`src/rtl/pwm_diag_decoder.sv`:
```
// pwm_diag_decoder: decodes a duty-encoded PWM diagnostic line into a 3-bit code
// (0..7, or 8 for an error-level duty). It also flags a line that is stuck high or
// stuck low.
//
// Parameters:
//   KBAUD    - nominal frame period in clk cycles
//   CNT_BITS - width of the high/low/period counters
//
// Ports:
//   clk, rst_n  - system clock (rising edge), async active-low reset
//   pwm_in      - asynchronous PWM input
//   data_out    - last decoded code (0..8), held between updates
//   data_valid  - one-cycle pulse when data_out updates
//   code_err    - set with data_out when the code is 8
//   stuck_err   - level; line stuck high or low; clears on the next normal decode
//   period_err  - one-cycle pulse on an out-of-tolerance rise-to-rise period
//
// Optional feature: define PWM_DEC_PERIOD_CHECK_EN to build the period checker.
// Without it, period_err is tied to 0.
module pwm_diag_decoder #(
  parameter int unsigned KBAUD    = 14'd10416,
  parameter int unsigned CNT_BITS = $clog2(2 * KBAUD) + 1
) (
  input  logic       clk,
  input  logic       rst_n,
  input  logic       pwm_in,
  output logic [3:0] data_out,
  output logic       data_valid,
  output logic       code_err,
  output logic       stuck_err,
  output logic       period_err
);

  localparam logic [1:0] S_IDLE = 2'd0;
  localparam logic [1:0] S_HIGH = 2'd1;
  localparam logic [1:0] S_LOW  = 2'd2;

  localparam int unsigned NUM_BND = 8;
  localparam int unsigned BND [NUM_BND] = '{
    $rtoi(KBAUD * 0.125), $rtoi(KBAUD * 0.25), $rtoi(KBAUD * 0.35), $rtoi(KBAUD * 0.45),
    $rtoi(KBAUD * 0.55),  $rtoi(KBAUD * 0.65), $rtoi(KBAUD * 0.75), $rtoi(KBAUD * 0.875)
  };
  localparam int unsigned LOW_TO = 2 * KBAUD;

  function automatic logic [CNT_BITS-1:0] sat_inc(input logic [CNT_BITS-1:0] v);
    return (v == '1) ? v : v + CNT_BITS'(1);
  endfunction

  // Two-flop synchronizer plus a delayed copy for edge detection.
  logic       pwm_m, pwm_s, pwm_d;
  // The pipeline holds reset values for its first cycles. Edges are qualified
  // only after every stage holds a real sample, so a line that is already high
  // at reset release cannot fake a rising edge.
  logic [1:0] warm_q;
  logic       warm_ok, rise, fall;

  always_ff @(posedge clk or negedge rst_n) begin
    if (!rst_n) begin
      pwm_m  <= 1'b0;
      pwm_s  <= 1'b0;
      pwm_d  <= 1'b0;
      warm_q <= 2'd0;
    end else begin
      pwm_m <= pwm_in;
      pwm_s <= pwm_m;
      pwm_d <= pwm_s;
      if (warm_q != 2'd3) warm_q <= warm_q + 2'd1;
    end
  end

  assign warm_ok = (warm_q == 2'd3);
  assign rise    = warm_ok & pwm_s & ~pwm_d;
  assign fall    = warm_ok & ~pwm_s & pwm_d;

  logic [1:0]          state_q, state_d;
  logic [CNT_BITS-1:0] h_q, h_d;
  logic [CNT_BITS-1:0] l_q, l_d;
  logic [3:0]          dout_q, dout_d;
  logic                dv_q, dv_d;
  logic                cerr_q, cerr_d;
  logic                stuck_q, stuck_d;
  logic [3:0]          code;

  // Code is the number of boundaries at or below the measured high time.
  always_comb begin
    code = 4'd0;
    for (int i = 0; i < NUM_BND; i++) begin
      code = code + 4'(h_q >= CNT_BITS'(BND[i]));
    end
  end

  // State register and output/measurement registers.
  always_ff @(posedge clk or negedge rst_n) begin
    if (!rst_n) begin
      state_q <= S_IDLE;
      h_q     <= '0;
      l_q     <= '0;
      dout_q  <= 4'd0;
      dv_q    <= 1'b0;
      cerr_q  <= 1'b0;
      stuck_q <= 1'b0;
    end else begin
      state_q <= state_d;
      h_q     <= h_d;
      l_q     <= l_d;
      dout_q  <= dout_d;
      dv_q    <= dv_d;
      cerr_q  <= cerr_d;
      stuck_q <= stuck_d;
    end
  end

  // Next-state logic. A rising edge is tested before any low-side timeout, so
  // an edge that arrives in the timeout cycle still starts a new frame.
  always_comb begin
    state_d = state_q;
    h_d     = h_q;
    l_d     = l_q;
    dout_d  = dout_q;
    dv_d    = 1'b0;
    cerr_d  = cerr_q;
    stuck_d = stuck_q;
    case (state_q)
      S_IDLE: begin
        if (rise) begin
          state_d = S_HIGH;
          h_d     = CNT_BITS'(1);
        end else begin
          l_d = sat_inc(l_q);
          if (l_q >= CNT_BITS'(LOW_TO)) stuck_d = 1'b1;
        end
      end
      S_HIGH: begin
        if (fall) begin
          state_d = S_LOW;
          l_d     = CNT_BITS'(1);
          dout_d  = code;
          dv_d    = 1'b1;
          cerr_d  = (code == 4'd8);
          stuck_d = 1'b0;
        end else if (h_q >= CNT_BITS'(KBAUD)) begin
          state_d = S_IDLE;
          stuck_d = 1'b1;
          l_d     = '0;
        end else begin
          h_d = sat_inc(h_q);
        end
      end
      S_LOW: begin
        if (rise) begin
          state_d = S_HIGH;
          h_d     = CNT_BITS'(1);
        end else if (l_q >= CNT_BITS'(LOW_TO)) begin
          state_d = S_IDLE;
          stuck_d = 1'b1;
        end else begin
          l_d = sat_inc(l_q);
        end
      end
      default: begin
        state_d = S_IDLE;
        l_d     = '0;
      end
    endcase
  end

  assign data_out   = dout_q;
  assign data_valid = dv_q;
  assign code_err   = cerr_q;
  assign stuck_err  = stuck_q;

`ifdef PWM_DEC_PERIOD_CHECK_EN
  localparam int unsigned PER_MIN = $rtoi(KBAUD * 0.97);
  localparam int unsigned PER_MAX = $rtoi(KBAUD * 1.03);

  logic [CNT_BITS-1:0] p_q;
  logic                perr_q;

  // Rise-to-rise period. Only a rise out of LOW closes a measured period.
  always_ff @(posedge clk or negedge rst_n) begin
    if (!rst_n) begin
      p_q    <= '0;
      perr_q <= 1'b0;
    end else begin
      p_q    <= rise ? CNT_BITS'(1) : sat_inc(p_q);
      perr_q <= rise && (state_q == S_LOW) &&
                ((p_q < CNT_BITS'(PER_MIN)) || (p_q > CNT_BITS'(PER_MAX)));
    end
  end

  assign period_err = perr_q;
`else
  assign period_err = 1'b0;
`endif

endmodule

```
`config.mk`:
```
export PLATFORM = sky130hd
export DESIGN_NAME = pwm_diag_decoder
export DESIGN_NICKNAME = d
export VERILOG_FILES = /design/src/rtl/pwm_diag_decoder.sv
export SDC_FILE = /design/constraint.sdc
export NUM_CORES = 1
export LEC_CHECK = 0
export ABC_AREA = 1
export BUFFER_PORTS_ARGS = -buffer_cell sky130_fd_sc_hd__buf_2
export CELL_PAD_IN_SITES_DETAIL_PLACEMENT = 1
export CELL_PAD_IN_SITES_GLOBAL_PLACEMENT = 2
export CORE_MARGIN = 2
export CORE_UTILIZATION = 33
export CTS_CLUSTER_DIAMETER = 50
export DETAILED_ROUTE_END_ITERATION = 7
export HOLD_SLACK_MARGIN = 0.05
export PLACE_DENSITY_LB_ADDON = 0.08
export RECOVER_POWER = 100
export REMOVE_ABC_BUFFERS = 1
export SYNTH_ARGS = -nofsm -noshare
export SYNTH_HDL_FRONTEND = slang
export SYNTH_SLANG_ARGS = --single-unit
```
`constraint.sdc`:
```
create_clock -name clk -period 3.4 [get_ports clk]
set_clock_uncertainty 0.05 [all_clocks]
set_input_delay 1.02 -clock clk [delete_from_list [all_inputs] [get_ports clk]]
set_output_delay 1.02 -clock clk [all_outputs]
set_load 0.01 [all_outputs]
```
# --- Yosys cells after proc, flatten, opt, wreduce, memory -nomap -nowiden ---
# Cells that the tools add are included.
word_totals:
  reg_bits: 46
  out_inout_bits: 8
  elab_cells: 89
classes:
  n_addsub: 10
  order_cmp: 10
  n_eq_ne: 19
  muxes: 25
  n_bitwise: 6
  n_reduce_logical: 8
op_table:
  columns: ["operator", "count"]
  rows:
  - ["16-bit two-way mux", 10]
  - ["16-bit by 13-bit greater-or-equal comparator with 1-bit output (second input constant)", 4]
  - ["16-bit one-hot mux with 3 select lines", 1]
  - ["16-bit by 1-bit adder with 16-bit output (second input constant)", 2]
  - ["16-bit equality test (second input constant)", 2]
  - ["16-bit by 12-bit greater-or-equal comparator with 1-bit output (second input constant)", 2]
  - ["16-bit by 14-bit greater-or-equal comparator with 1-bit output (second input constant)", 2]
  - ["16-bit one-hot mux with 2 select lines", 1]
  - ["2-bit inequality test (second input constant)", 9]
  - ["4-bit by 1-bit adder with 4-bit output", 4]
  - ["16-bit by 11-bit greater-or-equal comparator with 1-bit output (second input constant)", 1]
  - ["16-bit by 15-bit greater-or-equal comparator with 1-bit output (second input constant)", 1]
  - ["2-bit two-way mux", 5]
  - ["4-bit AND reduction", 2]
  - ["1-bit two-way mux", 6]
  - ["3-bit inequality test (second input constant)", 2]
  - ["2-bit one-hot mux with 3 select lines", 1]
  - ["5-bit AND reduction", 1]
  - ["3-bit by 1-bit adder with 4-bit output", 1]
  - ["1-bit bitwise AND", 4]
  - ["2-bit equality test (second input constant)", 2]
  - ["4-bit equality test (second input constant)", 1]
  - ["2-bit by 1-bit inequality test with 1-bit output (second input constant)", 2]
  - ["2-bit by 1-bit adder with 3-bit output", 1]
  - ["other kinds (10)", 11]

# --- Logic depth before layout (Yosys ltp) ---
# Gate-level depths: netlist (run 1).
logic_depth:
  depth_word: 9
  depth_mapped: 18

# --- Least setup slack after synthesis (run 1) ---
# OpenSTA, ideal clock, no wires.
synth_timing:
  path_kind: "reg2reg"
  from: "register h_q[0]"
  to: "register dout_q[2], in the netlist data_out[2]"
  setup_time_ps: 83
  arrival_time_ps: 3558
  required_ps: 3267
  path_slack_ps: -291
  path_stages_with_launch: 17
  synth_period_minus_slack_ps: 3691
  path_cell_list: "dfrtp_1 -> inv_1 -> ha_1 -> nor2_1 -> nor3_1 -> nor3_1 -> nor3_1 -> nor2_1 -> fa_1 -> inv_1 -> fa_1 -> fa_1 -> ha_1 -> inv_1 -> fa_1 -> xor2_1 -> o21ai_0"
synth_via:
  elab_chain_len: 8
  word_cells_on_any_way: 15
synth_lines:
  columns: ["item", "line_no", "rtl"]
  rows:
  - ["start: declaration", "76", "logic [CNT_BITS-1:0] h_q, h_d;"]
  - ["start signal: assignment", "96", "h_q <= '0;"]
  - ["start signal: assignment", "104", "h_q <= h_d;"]
  - ["16-bit by 11-bit greater-or-equal comparator with 1-bit output / 16-bit by 12-bit greater-or-equal comparator with 1-bit output (equally long branches)", "88", "code = code + 4'(h_q >= CNT_BITS'(BND[i]));"]
  - ["1-bit by 1-bit adder with 2-bit output", "88", null]
  - ["2-bit by 1-bit adder with 3-bit output", "88", null]
  - ["3-bit by 1-bit adder with 4-bit output", "88", null]
  - ["4-bit by 1-bit adder with 4-bit output (3 in series)", "88", null]
  - ["4-bit by 1-bit adder with 4-bit output *", "88", null]
  - ["end signal: assignment", "106", "dout_q <= dout_d;"]
  - ["end: declaration", "78", "logic [3:0] dout_q, dout_d;"]
# Every way passes the cells marked *; elsewhere a longest branch is shown, timed or not.
# A chain may end at the register's enable or synchronous reset.

# --- Worst setup path in the final report (run 1) ---
layout_timing:
  from: "register h_q[0]"
  to: "register cerr_q, in the netlist code_err"
layout_via:
  elab_chain_len: 9
  word_cells_on_any_way: 16
layout_lines:
  columns: ["item", "line_no", "rtl"]
  rows:
  - ["16-bit by 11-bit greater-or-equal comparator with 1-bit output / 16-bit by 12-bit greater-or-equal comparator with 1-bit output (equally long branches)", "88", null]
  - ["1-bit by 1-bit adder with 2-bit output", "88", null]
  - ["2-bit by 1-bit adder with 3-bit output", "88", null]
  - ["3-bit by 1-bit adder with 4-bit output", "88", null]
  - ["4-bit by 1-bit adder with 4-bit output (3 in series)", "88", null]
  - ["4-bit by 1-bit adder with 4-bit output *", "88", null]
  - ["4-bit equality test *", "139", "cerr_d = (code == 4'd8);"]
  - ["end signal: assignment", "108", "cerr_q <= cerr_d;"]
  - ["end: declaration", "80", "logic cerr_q, cerr_d;"]
# Marks and branches as above.

==> results of run 1 <==
==> per-layer routing <==
metal	GRT usage (%)	part of all wire, %
met5	0	0
met4	4.83	0.96
met3	3.07	4.1
met2	29.4	44
met1	29.0	51
==> power by group through the flow <==
stage / Combinational (W) / Sequential, W / Clock, W
floorplan: 0.000793 / 0.000779 / 0
global placement: 0.00146 / 0.000727 / 0
detailed placement: 0.00150 / 0.000732 / 0
CTS: 0.00165 / 0.000720 / 0.000388
global route: 0.00201 / 0.000739 / 0.000408
finish: 0.00179 / 0.000727 / 0.000367
==> logic make-up after synthesis <==
family | synth area share, %
and+or+nand+nor | 36.5
AOI/OAI and AO/OA | 9.92
adders and majority gates | 6.54
other | 0.113
DFF | 34.6
xor gates and xnor gates | 2.10
buffers and inverters | 10.3
==> placed cells by master, fill, tap and decap left out, types with 9 or more instances in the layout <==
master,count
sky130_fd_sc_hd__nor2_1,61
sky130_fd_sc_hd__ha_1,9
sky130_fd_sc_hd__nand4_1,11
sky130_fd_sc_hd__o21bai_1,16
sky130_fd_sc_hd__o21ai_0,17
sky130_fd_sc_hd__a21oi_1,12
sky130_fd_sc_hd__nand2_1,123
sky130_fd_sc_hd__clkbuf_1,10
sky130_fd_sc_hd__nand3_1,37
sky130_fd_sc_hd__buf_4,55
sky130_fd_sc_hd__dfrtp_1,45
sky130_fd_sc_hd__inv_2,11
sky130_fd_sc_hd__inv_1,51
==> what timing repair did <==
action / CTS / global route
gates resized for setup: 7 / 15
buffers inserted: 5 / 5
pin swaps: 11 / 8
setup endpoints to repair: 5 / 5
==> sequential cells by signal (all words and copies together) (netlist names) <==
name,count
h_q,16
data_valid,1
warm_q,2
l_q,16
code_err,1
pwm_s,1
state_q,2
pwm_m,1
pwm_d,1
data_out,4
stuck_err,1
==> through the flow <==
stage                     instance area (um^2)  setup WS (ns)  TNS [ns]
after floorplan                           3230         -0.291    -0.810
after global placement                    3800         -0.359     -1.01
after detailed placement                  3800         -0.479     -1.46
after CTS                                 3950         -0.409     -1.31
after global routing                      3980         -0.644     -2.55
final                                     3980         -0.451     -1.51
==> worst min-delay path by stage <==
stage | start | endpoint | slack [ns] | cells after the start
after global placement | pwm_m | pwm_s | 0.29 | 0
after CTS | pwm_m | pwm_s | 0.31 | 0
after floorplan | pwm_m | pwm_s | 0.28 | 0
final | pwm_m | pwm_s | 0.31 | 0
after detailed placement | pwm_m | pwm_s | 0.29 | 0
after global routing | pwm_m | pwm_s | 0.31 | 0
==> cell type report <==
| class | count | area (um^2) |
|---|---|---|
| clock buffer | 7 | 86.3 |
| clock inverter | 1 | 5.00 |
| fill | 1281 | 5800 |
| inverter | 64 | 241 |
| multi-input combinational | 345 | 1850 |
| sequential | 46 | 1150 |
| tap | 133 | 166 |
| timing repair buffer | 67 | 474 |
==> critical path, delay by kind of cell (launching register included) <==
kind | cells | cell delay, ns
fa+ha+maj | 6 | 2.43
simple gates | 6 | 0.47
flops | 1 | 0.40
buf+inv | 4 | 0.26
compound gates | 2 | 0.19
==> parameters.txt, run 1 <==
Parameter                              Value

Synthesis
  Proportion of synthesized chip area in sequential cells    34.6%
  Dominant synthesized flop cell    sky130_fd_sc_hd__dfrtp_1
  Number of enable-type register cells in the synthesized netlist    0
  Top post-synthesis cells by area    sky130_fd_sc_hd__dfrtp_1 (35%), sky130_fd_sc_hd__nand2_1 (14%), sky130_fd_sc_hd__nor2_1 (6.9%)
  Post-synthesis area per instance    7.10 um^2
  Post-synth top area share    34.6%
  Syn Inst Count    469
  Most instantiated library cell after synthesis    sky130_fd_sc_hd__nand2_1
  Warnings from Yosys    0
  Post-synthesis register bit count    46
  Synth Cell Area    3330 um^2
  Synth area leader    sky130_fd_sc_hd__dfrtp_1
  Synth cell types    39
  Share of synthesized registers carrying an async set or reset    100%
  Top cells by instance count after synthesis    sky130_fd_sc_hd__nand2_1 (123), sky130_fd_sc_hd__nor2_1 (61), sky130_fd_sc_hd__inv_1 (51)

Clock network
  Number of buffers inserted for hold repair after clock tree synthesis    0
  Insertion delay of the later-clocked pin in the worst-skew pair    0.31 ns
  Root buf cell    sky130_fd_sc_hd__clkbuf_8
  Deepest level of the CTS H-tree    2
  TritonCTS clock tree    done
  Clock tree buffer depth    2
  Clock sinks    46
  Clk slew on worst S/H paths    0.09 ns
  Number of clock buffers inserted by TritonCTS    5

STA
  Unrepaired setup endpoints after global routing    true
  Final period demand of the worst path    3.85 ns
  Worst slew pin tran    1.24 ns
  Final hold violations    0
  Least setup slack across all paths after layout    -0.451 ns
  Worst-case headroom to the max-slew limit    16.7%
  Final Max Tran Viols    0
  Achievable Freq    260 MHz
  Final clock period utilization by the worst path    113%
  Setup violations, final    5
  Worst hold slack after final layout    0.306 ns

Final layout
  # nets final    547
  Layout Cells excl Fill    663
  Area added between synthesis and finish    19.5%
  Ant. Diodes    0
  Layout cells sized above 1    19.6%
  Final standard cell utilization of the core    40.7%

Setup path
  Critical Path Fanout Max    3
  Crit path launch    h_q[0]
  Critical path destination    code_err
  Type of element capturing the critical path    register
  Critical path cell sequence    buf_6, ha_4, nand2_2, nor2_2, inv_1, nand3_1, nand3_1, nand4_1, o21ai_2, fa_1, inv_2, fa_1, fa_1, ha_4, inv_2, fa_2, nand2_1, o21ai_1
  CP Data Required Time    3.60 ns
  RR Startpoint    h_q[0]
  Kind of critical path    reg2reg
  Data arrival time of the critical path    4.05 ns
  Worst r2r dst    code_err
  Critical path launch point type    register
  Library cell appearing most often on the critical path    sky130_fd_sc_hd__fa_1
  Longest individual stage delay on the worst path    0.59 ns
  R2R setup slack    -0.45 ns
  Worst path slowest cell    sky130_fd_sc_hd__fa_1
  Cell depth of the worst flop-to-flop path    18

Floorplan
  IO Count    11
  Die Outline Area    10,900 um^2
  Site Rows    36
  Floorplan Core Area    9770 um^2
  Initial Utilization    34.1%
  Die width    104 um
  Die outline height    104 um

Global route
  Maximum number of pins on one net before global-route repair    31
  Wire length of the first global-routing pass    16,900 um
  GRT overflow    0
  Initial antenna violation count    0
  Total routing usage reported by global routing    19.5%
  Via count of the first global-routing pass    3,243

Power
  Power density normalized to cell area    724 nW/um^2
  Share of power burned in combinational logic    62.0%
  Cell internal pwr    0.00163 W
  Leakage    2.00 nW
  Share of power burned in registers    25.2%
  Peak supply drop    0.438 mV
  Switching share of power    43.4%
  Clock power share    12.7%
  Total Power    0.00288 W
  Switching power summed over all nets    0.00125 W

Routing
  Routed wire length    10,200 um
  Detailed Routing Iterations Pass 1    4
  Vias per Instance    4.79
  Total vias in the final route    3,178
  Post-route ant nets    0
  Per-cell routed wire length    15.3 um
  DRC errors left    0
  Initial detailed-routing violation count    100

Flow run
  Max-cap violations    0

Placement
  Count of buffers inserted at the top-level ports    9
  Cell total after placement    645
  Routability-driven placement congestion ratio    0.822
  Half-perimeter wire length after detailed placement    7610 um

Run status
  Failing checks    setup timing
  Status    complete, but fails checks

Worst hold path
  Class of the most critical hold timing path    reg2reg
Note: power is estimated with default switching activity, not from simulation.
==> run 2, diff against run 1 <==
Settings changed: GPL_ROUTABILITY_DRIVEN set to 0, PLACE_DENSITY_LB_ADDON 0.08 to 0.1.
==> parameters.txt, run 2 (synthesis results as in run 1) <==
Parameter                              Value

Power
  Switching share of power    43.3% (-0.12 points)
  Leakage    1.97 nW (-1.6%)
  Power density normalized to cell area    693 nW/um^2 (-4.3%)
  Share of power burned in combinational logic    60.2% (-1.8 points)
  Switching power summed over all nets    0.00118 W (-5.6%)
  Share of power burned in registers    27.4% (+2.2 points)
  Peak supply drop    0.270 mV (-38%)
  Cell internal pwr    0.00155 W (-5.2%)
  Clock power share    12.4% (-0.3 points)

Floorplan
  Die width    104 um (unchanged)
  Die Outline Area    10,900 um^2 (unchanged)
  IO Count    11 (unchanged)
  Site Rows    36 (unchanged)
  Initial Utilization    34.1% (unchanged)
  Floorplan Core Area    9770 um^2 (unchanged)
  Die outline height    104 um (unchanged)

Global route
  Via count of the first global-routing pass    3,413 (+5.2%)
  Total routing usage reported by global routing    19.4% (-0.12 points)
  Maximum number of pins on one net before global-route repair    47 (+52%)
  GRT overflow    0 (unchanged)
  Wire length of the first global-routing pass    16,900 um (+0.24%)
  Initial antenna violation count    0 (unchanged)

Final layout
  Most common library cell in the layout ignoring fill and taps    sky130_fd_sc_hd__nand2_1
  Ant. Diodes    0 (unchanged)
  Commonest cells after routing, fill and taps aside    sky130_fd_sc_hd__nand2_1 (123), sky130_fd_sc_hd__nor2_1 (58), sky130_fd_sc_hd__inv_1 (50), sky130_fd_sc_hd__buf_4 (47), sky130_fd_sc_hd__dfrtp_1 (46)
  Multi-input logic area    1880 um^2 (+1.3%)
  Fill cells    1,269 (-0.94%)
  Final standard cell utilization of the core    40.3% (-0.44 points)
  Seq. cell area    1150 um^2 (-0.11%)
  Design area    3940 um^2 (-1.1%)
  Layout cells sized above 1    19.0% (-0.62 points)
  Area added between synthesis and finish    18.2%
  # nets final    539 (-1.5%)

Clock network
  Root buf cell    sky130_fd_sc_hd__clkbuf_8
  Insertion delay of the later-clocked pin in the worst-skew pair    0.30 ns (about the same)
  Number of clock buffers inserted by TritonCTS    5 (unchanged)
  Clock sinks    46 (unchanged)
  Clk slew on worst S/H paths    0.09 ns (about the same)
  TritonCTS clock tree    done
  Clock tree buffer depth    2 (unchanged)
  Deepest level of the CTS H-tree    2 (unchanged)

STA
  Worst-case headroom to the max-slew limit    -47.2% (-64 points)
  Least setup slack across all paths after layout    -0.340 ns (+0.111 ns)
  Setup violations, final    4 (-1)
  Worst slew pin tran    2.21 ns (+0.964 ns)
  Final hold violations    0 (unchanged)
  Final clock period utilization by the worst path    110% (-3.3 points)
  Unrepaired setup endpoints after global routing    true
  Achievable Freq    267 MHz (+3.0%)
  Worst hold slack after final layout    0.308 ns (+0.00146 ns)
  Final Max Tran Viols    47 (+47)
  Final period demand of the worst path    3.74 ns (-0.111 ns)

Run status
  Status    complete, but fails checks
  Failing checks    capacitance limit, slew limit, setup timing

Placement
  Half-perimeter wire length after detailed placement    7360 um (-3.3%)
  Placement-stage worst setup slack    -0.482 ns (-0.00306 ns)
  Placed cell areas    3780 um^2 (-0.66%)
  Count of buffers inserted at the top-level ports    9 (unchanged)

Worst hold path
  Worst hold path stage count    0 (unchanged)
  Class of the most critical hold timing path    reg2reg

Flow run
  Max-cap violations    1 (+1)

Setup path
  Critical Path Fanout Max    3 (unchanged)
  Type of element capturing the critical path    register
  Data arrival time of the critical path    3.92 ns (-0.13 ns)
  Kind of critical path    reg2reg
  Critical path launch point type    register
  CP Data Required Time    3.58 ns (-0.02 ns)
  Cell depth of the worst flop-to-flop path    17 (-1)

Routing
  Per-cell routed wire length    15.0 um (-2.4%)
  Post-route ant nets    0 (unchanged)
  Total vias in the final route    3,142 (-1.1%)
  Routed wire length    9790 um (-3.7%)
  DRC errors left    0 (unchanged)
  Initial detailed-routing violation count    60 (-40%)
  Detailed Routing Iterations Pass 1    4 (unchanged)
  Vias per Instance    4.80 (+0.23%)
## run 2: layout make-up
class                      instances  share of cell area, %
clock buffer                       7                   1.94
inverter                          64                   6.13
multi-input combinational        345                   47.7
sequential                        46                   29.2
tap                              133                   4.23
timing repair buffer              59                   10.8
## run 2: per-layer routing
| layer | routed length [um] | GRT usage, % | vias up |
|---|---|---|---|
| met4 | 269 | 6.27 | 0 |
| met2 | 4990 | 35.1 | 18 |
| met3 | 117 | 2.51 | 14 |
| met1 | 4410 | 23.7 | 1519 |
| met5 | 0 | 0 | - |
| li1 | - | - | 1591 |
## run 2: final timing paths
kind / start / endpoint / slack, ns
min in group asynchronous: rst_n / h_q[3] / 1.50
max in group asynchronous: rst_n / h_q[12] / 0.53
min reg2reg: pwm_m / pwm_s / 0.31
max: h_q[0] / code_err / -0.34
max reg2reg: h_q[0] / code_err / -0.34
min: pwm_m / pwm_s / 0.31
## run 2: worst max-delay path, cell delays in order (launching register included)
cell and delay (ns):
sky130_fd_sc_hd__dfrtp_1 0.42, sky130_fd_sc_hd__ha_2 0.22, sky130_fd_sc_hd__nand2_2 0.08, sky130_fd_sc_hd__nor2_4 0.13, sky130_fd_sc_hd__inv_2 0.05, sky130_fd_sc_hd__nand3_2 0.06, sky130_fd_sc_hd__nand3_2 0.05, sky130_fd_sc_hd__nand4_1 0.08
sky130_fd_sc_hd__o21ai_2 0.07, sky130_fd_sc_hd__fa_1 0.53, sky130_fd_sc_hd__inv_1 0.05, sky130_fd_sc_hd__fa_1 0.45, sky130_fd_sc_hd__fa_1 0.56, sky130_fd_sc_hd__ha_4 0.14, sky130_fd_sc_hd__inv_2 0.04, sky130_fd_sc_hd__fa_2 0.53
sky130_fd_sc_hd__nand2_1 0.05, sky130_fd_sc_hd__o21ai_1 0.11
## run 2: metrics by stage
step | cells | setup TNS (ns) | power (W)
after floorplan | 455 | -0.810 | 0.00157
after global placement | 640 | -1.36 | 0.00216
after detailed placement | 640 | -1.56 | 0.00219
after CTS | 652 | -1.07 | 0.00267
after global routing | 654 | -2.03 | 0.00303
final | 654 | -1.15 | 0.00273
## run 2: what timing repair did
action / CTS / global route
gates resized for setup: 21 / 5
hold buffers: 0 / 0
pin swaps: 15 / 6
setup endpoints to repair: 5 / 5
buffers inserted: 5 / 2
## run 2: power by group through the flow
| stage | sequential (W) | combinational [W] | clock [W] |
|---|---|---|---|
| floorplan | 0.000779 | 0.000793 | 0 |
| global placement | 0.000741 | 0.00142 | 0 |
| detailed placement | 0.000751 | 0.00144 | 0 |
| CTS | 0.000744 | 0.00156 | 0.000358 |
| global route | 0.000760 | 0.00189 | 0.000379 |
| finish | 0.000746 | 0.00164 | 0.000339 |
